File: src/rtl/display_scan_controller_if.sv
// Digit load/scan bundle between a number source and the display scanner.
// The source drives load and d0..d3; the scanner drives the display-side outputs.
interface display_scan_controller_if;
  logic       load;
  logic [3:0] d0;
  logic [3:0] d1;
  logic [3:0] d2;
  logic [3:0] d3;
  logic [3:0] numero;
  logic [3:0] seleccion;
  logic       blank;
  logic       frame_done;

  modport master (
    output load, d0, d1, d2, d3,
    input  numero, seleccion, blank, frame_done
  );

  modport slave (
    input  load, d0, d1, d2, d3,
    output numero, seleccion, blank, frame_done
  );
endinterface

File: src/rtl/display_scan_controller.sv
// Four-digit multiplexed 7-seg scanner with per-slot anti-ghost blanking and frame-synchronous digit updates.
// Optional leading-zero blanking is enabled by defining DISPLAY_SCAN_LZB_EN.
module display_scan_controller #(
  parameter int PRESCALE  = 50000,
  parameter int BLANK_CYC = 500
) (
  input  logic                       CLK,
  input  logic                       RST,
  display_scan_controller_if.slave   bus
);

  localparam int CNT_W = (PRESCALE > 1) ? $clog2(PRESCALE) : 1;

  typedef enum logic {ST_BLANK, ST_SHOW} state_t;

  state_t           state_q, state_d;
  logic [CNT_W-1:0] cnt_q, cnt_d;
  logic [1:0]       idx_q, idx_d;
  logic [3:0][3:0]  shadow_q, shadow_d;
  logic [3:0][3:0]  active_q, active_d;
  logic             pending_q, pending_d;
  logic [3:0]       numero_q, numero_d;
  logic [3:0]       seleccion_q, seleccion_d;
  logic             blank_q, blank_d;
  logic             frame_done_q, frame_done_d;
  logic [3:0][3:0]  din;
  logic             slot_end;
  logic             frame_wrap;
  logic             show;

  assign din        = {bus.d3, bus.d2, bus.d1, bus.d0};
  assign slot_end   = (state_q == ST_SHOW) && (cnt_q == CNT_W'(PRESCALE - 1));
  assign frame_wrap = slot_end && (idx_q == 2'd3);

  always_ff @(posedge CLK) begin
    if (RST) begin
      state_q      <= ST_BLANK;
      cnt_q        <= '0;
      idx_q        <= '0;
      shadow_q     <= '0;
      active_q     <= '0;
      pending_q    <= 1'b0;
      numero_q     <= '0;
      seleccion_q  <= 4'b1111;
      blank_q      <= 1'b1;
      frame_done_q <= 1'b0;
    end else begin
      state_q      <= state_d;
      cnt_q        <= cnt_d;
      idx_q        <= idx_d;
      shadow_q     <= shadow_d;
      active_q     <= active_d;
      pending_q    <= pending_d;
      numero_q     <= numero_d;
      seleccion_q  <= seleccion_d;
      blank_q      <= blank_d;
      frame_done_q <= frame_done_d;
    end
  end

  always_comb begin
    state_d   = state_q;
    cnt_d     = cnt_q + 1'b1;
    idx_d     = idx_q;
    shadow_d  = shadow_q;
    active_d  = active_q;
    pending_d = pending_q;
    case (state_q)
      ST_BLANK: begin
        if (cnt_q == CNT_W'(BLANK_CYC - 1)) state_d = ST_SHOW;
      end
      default: begin
        if (slot_end) begin
          state_d = ST_BLANK;
          cnt_d   = '0;
          idx_d   = idx_q + 2'd1;
        end
      end
    endcase
    // A load landing exactly on the frame boundary bypasses the shadow stage.
    if (frame_wrap && bus.load) begin
      active_d  = din;
      shadow_d  = din;
      pending_d = 1'b0;
    end else begin
      if (frame_wrap && pending_q) begin
        active_d  = shadow_q;
        pending_d = 1'b0;
      end
      if (bus.load) begin
        shadow_d  = din;
        pending_d = 1'b1;
      end
    end
  end

  // Outputs are computed from next-state values so they register in step with the FSM.
  always_comb begin
    numero_d     = active_d[idx_d];
    frame_done_d = frame_wrap;
    show         = (state_d == ST_SHOW);
`ifdef DISPLAY_SCAN_LZB_EN
    case (idx_d)
      2'd1:    if (active_d[3] == 4'd0 && active_d[2] == 4'd0 && active_d[1] == 4'd0) show = 1'b0;
      2'd2:    if (active_d[3] == 4'd0 && active_d[2] == 4'd0) show = 1'b0;
      2'd3:    if (active_d[3] == 4'd0) show = 1'b0;
      default: ;
    endcase
`endif
    seleccion_d = show ? ~(4'b0001 << idx_d) : 4'b1111;
    blank_d     = ~show;
  end

  assign bus.numero     = numero_q;
  assign bus.seleccion  = seleccion_q;
  assign bus.blank      = blank_q;
  assign bus.frame_done = frame_done_q;

endmodule

File: src/flat_wrapper.sv
// flat-port wrapper written by rule: the top's interface ports become plain ports
module display_scan_controller_flat 
#(
  parameter int PRESCALE  = 50000,
  parameter int BLANK_CYC = 500
)
  (CLK, RST, bus_load, bus_d0, bus_d1, bus_d2, bus_d3, bus_numero, bus_seleccion, bus_blank, bus_frame_done);
  display_scan_controller_if bus_i ();
  input  logic CLK;
  input  logic RST;
  input wire logic [$bits(bus_i.load)-1:0] bus_load;
  input wire logic [$bits(bus_i.d0)-1:0] bus_d0;
  input wire logic [$bits(bus_i.d1)-1:0] bus_d1;
  input wire logic [$bits(bus_i.d2)-1:0] bus_d2;
  input wire logic [$bits(bus_i.d3)-1:0] bus_d3;
  output wire logic [$bits(bus_i.numero)-1:0] bus_numero;
  output wire logic [$bits(bus_i.seleccion)-1:0] bus_seleccion;
  output wire logic [$bits(bus_i.blank)-1:0] bus_blank;
  output wire logic [$bits(bus_i.frame_done)-1:0] bus_frame_done;
  assign bus_i.load = bus_load;
  assign bus_i.d0 = bus_d0;
  assign bus_i.d1 = bus_d1;
  assign bus_i.d2 = bus_d2;
  assign bus_i.d3 = bus_d3;
  assign bus_numero = bus_i.numero;
  assign bus_seleccion = bus_i.seleccion;
  assign bus_blank = bus_i.blank;
  assign bus_frame_done = bus_i.frame_done;
  display_scan_controller #(.PRESCALE(PRESCALE), .BLANK_CYC(BLANK_CYC)) u_core (.CLK(CLK), .RST(RST), .bus(bus_i));
endmodule
File: config.mk
export PLATFORM = sky130hd
export DESIGN_NAME = display_scan_controller_flat
export DESIGN_NICKNAME = d
export VERILOG_FILES = /design/src/rtl/display_scan_controller_if.sv /design/src/rtl/display_scan_controller.sv /design/src/flat_wrapper.sv
export SDC_FILE = /design/constraint.sdc
export NUM_CORES = 1
export LEC_CHECK = 0
export CORE_ASPECT_RATIO = 0.6
export CORE_MARGIN = 1.5
export CORE_UTILIZATION = 60
export DETAILED_ROUTE_END_ITERATION = 6
export DONT_BUFFER_PORTS = 1
export PLACE_DENSITY = 0.76
export SLEW_MARGIN = 20
export SYNTH_ARGS = -nofsm -noshare
export SYNTH_HDL_FRONTEND = slang
export SYNTH_SLANG_ARGS = --single-unit
File: constraint.sdc
create_clock -name CLK -period 3.2 [get_ports CLK]
set_clock_uncertainty 0.05 [all_clocks]
set_input_delay 0.16 -clock CLK [delete_from_list [all_inputs] [get_ports CLK]]
set_output_delay 0.16 -clock CLK [all_outputs]
set_load 0.005 [all_outputs]
==> flow_summary.toml <==
[status]
status = "finished, final reports clean"

[clocking]
cts.hold.buffers_added = 19
cts_buffers = 9
clk_pin_slew_ps = 70
cts_tree = "done"
postCtsSetupRepairBufs = 0
clock_sinks = 62
htree_levels = 3
clockBufferDepth = 2
clk-insertion-delay-late_ps = 340
cts_resized = 0
cts-root-buf = "clkbuf_8"

[pwr]
vdd_drop_max_v = 0.000394
p_leak_nw = 1.13
p_total_mw = 1.57
powerDensity_nw_per_um2 = 518

[floorplanning]
dieArea_um2 = 4740
die_x_um = 87.9
die_h_um = 54.0
boundaryPins = 29
start_util = 0.630
rows = 18
core_area_um2 = 4120

[timing]
finalHoldViolations = 0
slew_headroom = 0.320
rsz0062_at_grt = "no"
fin_tns_setup_ps = 0
tightestPinTransition_ps = 1020
period_share = 0.741
period_minus_slack_ps = 2370
setup_violations = 0
fmax_ghz = 0.422
slew_violations = 0

[worst_hold_path]
min-delay-start = "RST"
hold_class = "in2reg"
whs_path_depth = 2
min_to = "u_core.active_q[7]$_SDFF_PP0_"

[place]
detailed_place_hpwl_um = 3590
port_buffers = 0
dp_cells = 326
globalplace.congestion = 0.808

[synthesis]
synth_cell_types = 33
yosys.area.top_type = "dfxtp_1"
synth_edf_count = 0
ys_ff_latch = 62
synthTopCellsByArea = "dfxtp_1 (48%), nor2_1 (7.5%), mux2i_1 (6.6%)"
synth.avg_cell_area_um2 = 9.27
synth_nets = 301
async_flop_share = 0
synth_most_common_cell = "dfxtp_1"
ys.warnings.count = 0
synthCells = 280
synthesis.area_um2 = 2600
ys_top_cells_by_count = "dfxtp_1 (62), nor2_1 (52), a21oi_1 (18), o21ai_0 (18), mux2i_1 (17)"
ys.flop_type = "dfxtp_1"
synth_top_area_frac = 0.478
yosysSeqAreaShare = 0.478

[setup_path]
worstSetupPathType = "reg2reg"
r2r_slack_ps = 830
critPathArrivalTime_ps = 2580
reg2reg_depth = 7
critPathCaptureType = "flip-flop"
timing.rr.end = "u_core.bus.numero[2]$_SDFF_PP0_"
worst-endpoint-required_ps = 3410
cp_max_fo = 10
start_kind = "flip-flop"
reg2reg_from = "u_core.cnt_q[0]$_SDFF_PP0_"

[routing]
ant_nets = 0
vias = 2119
drt-vias-per-instance = 5.87
drc = 0
detail_route.wl_per_cell_um = 16.8
drt-initial-drc-count = 159
firstDrtPassIters = 4
drt_wl_total_um = 6070

[final_layout]
antennaDiodeCount = 0
nNetsFinal = 317
drive_gt1_frac = 0.0930
final_cells = 361
nFillCells = 313
syn_to_final_growth_pct = 17.0

[global_route]
grt_max_degree = 42
gr-usage-all-layers = 0.283
grt_pass1_wl_um = 9950
grt_pass1_vias = 1990
grt_antenna_before_repair = 0
grt_remaining_overflow = 0

[job]
cap_viol_max_count = 0
## state kept, by name, summed over array words and instances (netlist names)
signal / cells
u_core.bus.seleccion: 4
u_core.idx_q: 2
u_core.pending_q: 1
u_core.bus.numero: 4
u_core.cnt_q: 16
u_core.bus.blank: 1
u_core.shadow_q: 16
u_core.bus.frame_done: 1
u_core.state_q: 1
u_core.active_q: 16
## report_power, final
part | internal (mW) | leakage [nW] | switching (mW)
sequential | 0.788 | 0.504 | 0.00962
clock | 0.401 | 0.0996 | 0.292
combinational | 0.0403 | 0.524 | 0.0416
## critical path, cell delays in order (launching register included)
cell and delay (ps):
dfxtp_1 360, ha_1 240, nand3_2 140, nor4_4 340, nand2_2 180, xnor2_2 490, o2111ai_1 220, a41oi_1 260
## stage by stage
stage                     setup slack [ps]  hold WS [ps]  instance area (µm²)  utilization
final                                  830          64.0                 3040        0.737
after global routing                   635          66.5                 3040        0.737
after CTS                              864          51.7                 3040        0.737
after detailed placement               871           189                 2640        0.639
after global placement                 970           188                 2640        0.639
after floorplan                       1140           257                 2600            -
## worst max-delay path by stage
| stage | start | to | slack, ps | cells past startpoint |
|---|---|---|---|---|
| 5_1_grt | u_core.cnt_q[0]$_SDFF_PP0_ | u_core.bus.numero[2]$_SDFF_PP0_ | 630 | 7 |
| 2_1_floorplan | u_core.cnt_q[0]$_SDFF_PP0_ | u_core.bus.numero[1]$_SDFF_PP0_ | 1140 | 8 |
| 6_report | u_core.cnt_q[0]$_SDFF_PP0_ | u_core.bus.numero[2]$_SDFF_PP0_ | 830 | 7 |
| 4_1_cts | u_core.cnt_q[0]$_SDFF_PP0_ | u_core.bus.numero[1]$_SDFF_PP0_ | 860 | 7 |
| 3_3_place_gp | u_core.cnt_q[0]$_SDFF_PP0_ | u_core.bus.numero[1]$_SDFF_PP0_ | 970 | 7 |
| 3_5_place_dp | u_core.cnt_q[0]$_SDFF_PP0_ | u_core.bus.numero[1]$_SDFF_PP0_ | 870 | 7 |
## cells by family after synthesis
family	Yosys count	synth area share
simple gates	88	0.163
compound gates	73	0.193
flops	62	0.478
buf+inv	23	0.0357
mux	18	0.0699
xor+xnor	14	0.0501
fa+ha+maj	2	0.00964
## cells in the final DEF, fill, tap and decap left out, types with 3 or more instances in the layout
master and instances:
dfxtp_1 62, nor2_1 52, o21ai_0 18, a21oi_1 18
dlygate4sd3_1 18, mux2i_1 17, o2bb2ai_1 16, o2111ai_1 16
clkbuf_8 11, xor2_1 8, nand3_1 8, nand2_1 6
buf_4 6, and3_1 5, xnor2_1 5, a41oi_1 4
inv_1 3, nand4_1 3
## metal layers
metal / global-route usage / vias up / part of all wire
met2: 0.377 / 90 / 0.40
li1: - / 1053 / -
met1: 0.419 / 971 / 0.51
met5: 0 / - / 0
met4: 0.114 / 0 / 0.0051
met3: 0.0874 / 5 / 0.085
## final cells by class
class / instances / area [µm²] / share of cell area
clock buffer: 13 / 159 / 0.0523
inverter: 3 / 11.3 / 0.00371
timing repair buffer: 25 / 245 / 0.0808
multi-input combinational: 195 / 1260 / 0.416
tap: 60 / 75.1 / 0.0247
clock inverter: 3 / 42.5 / 0.0140
sequential: 62 / 1240 / 0.409
Note: power is estimated with default switching activity, not from simulation.
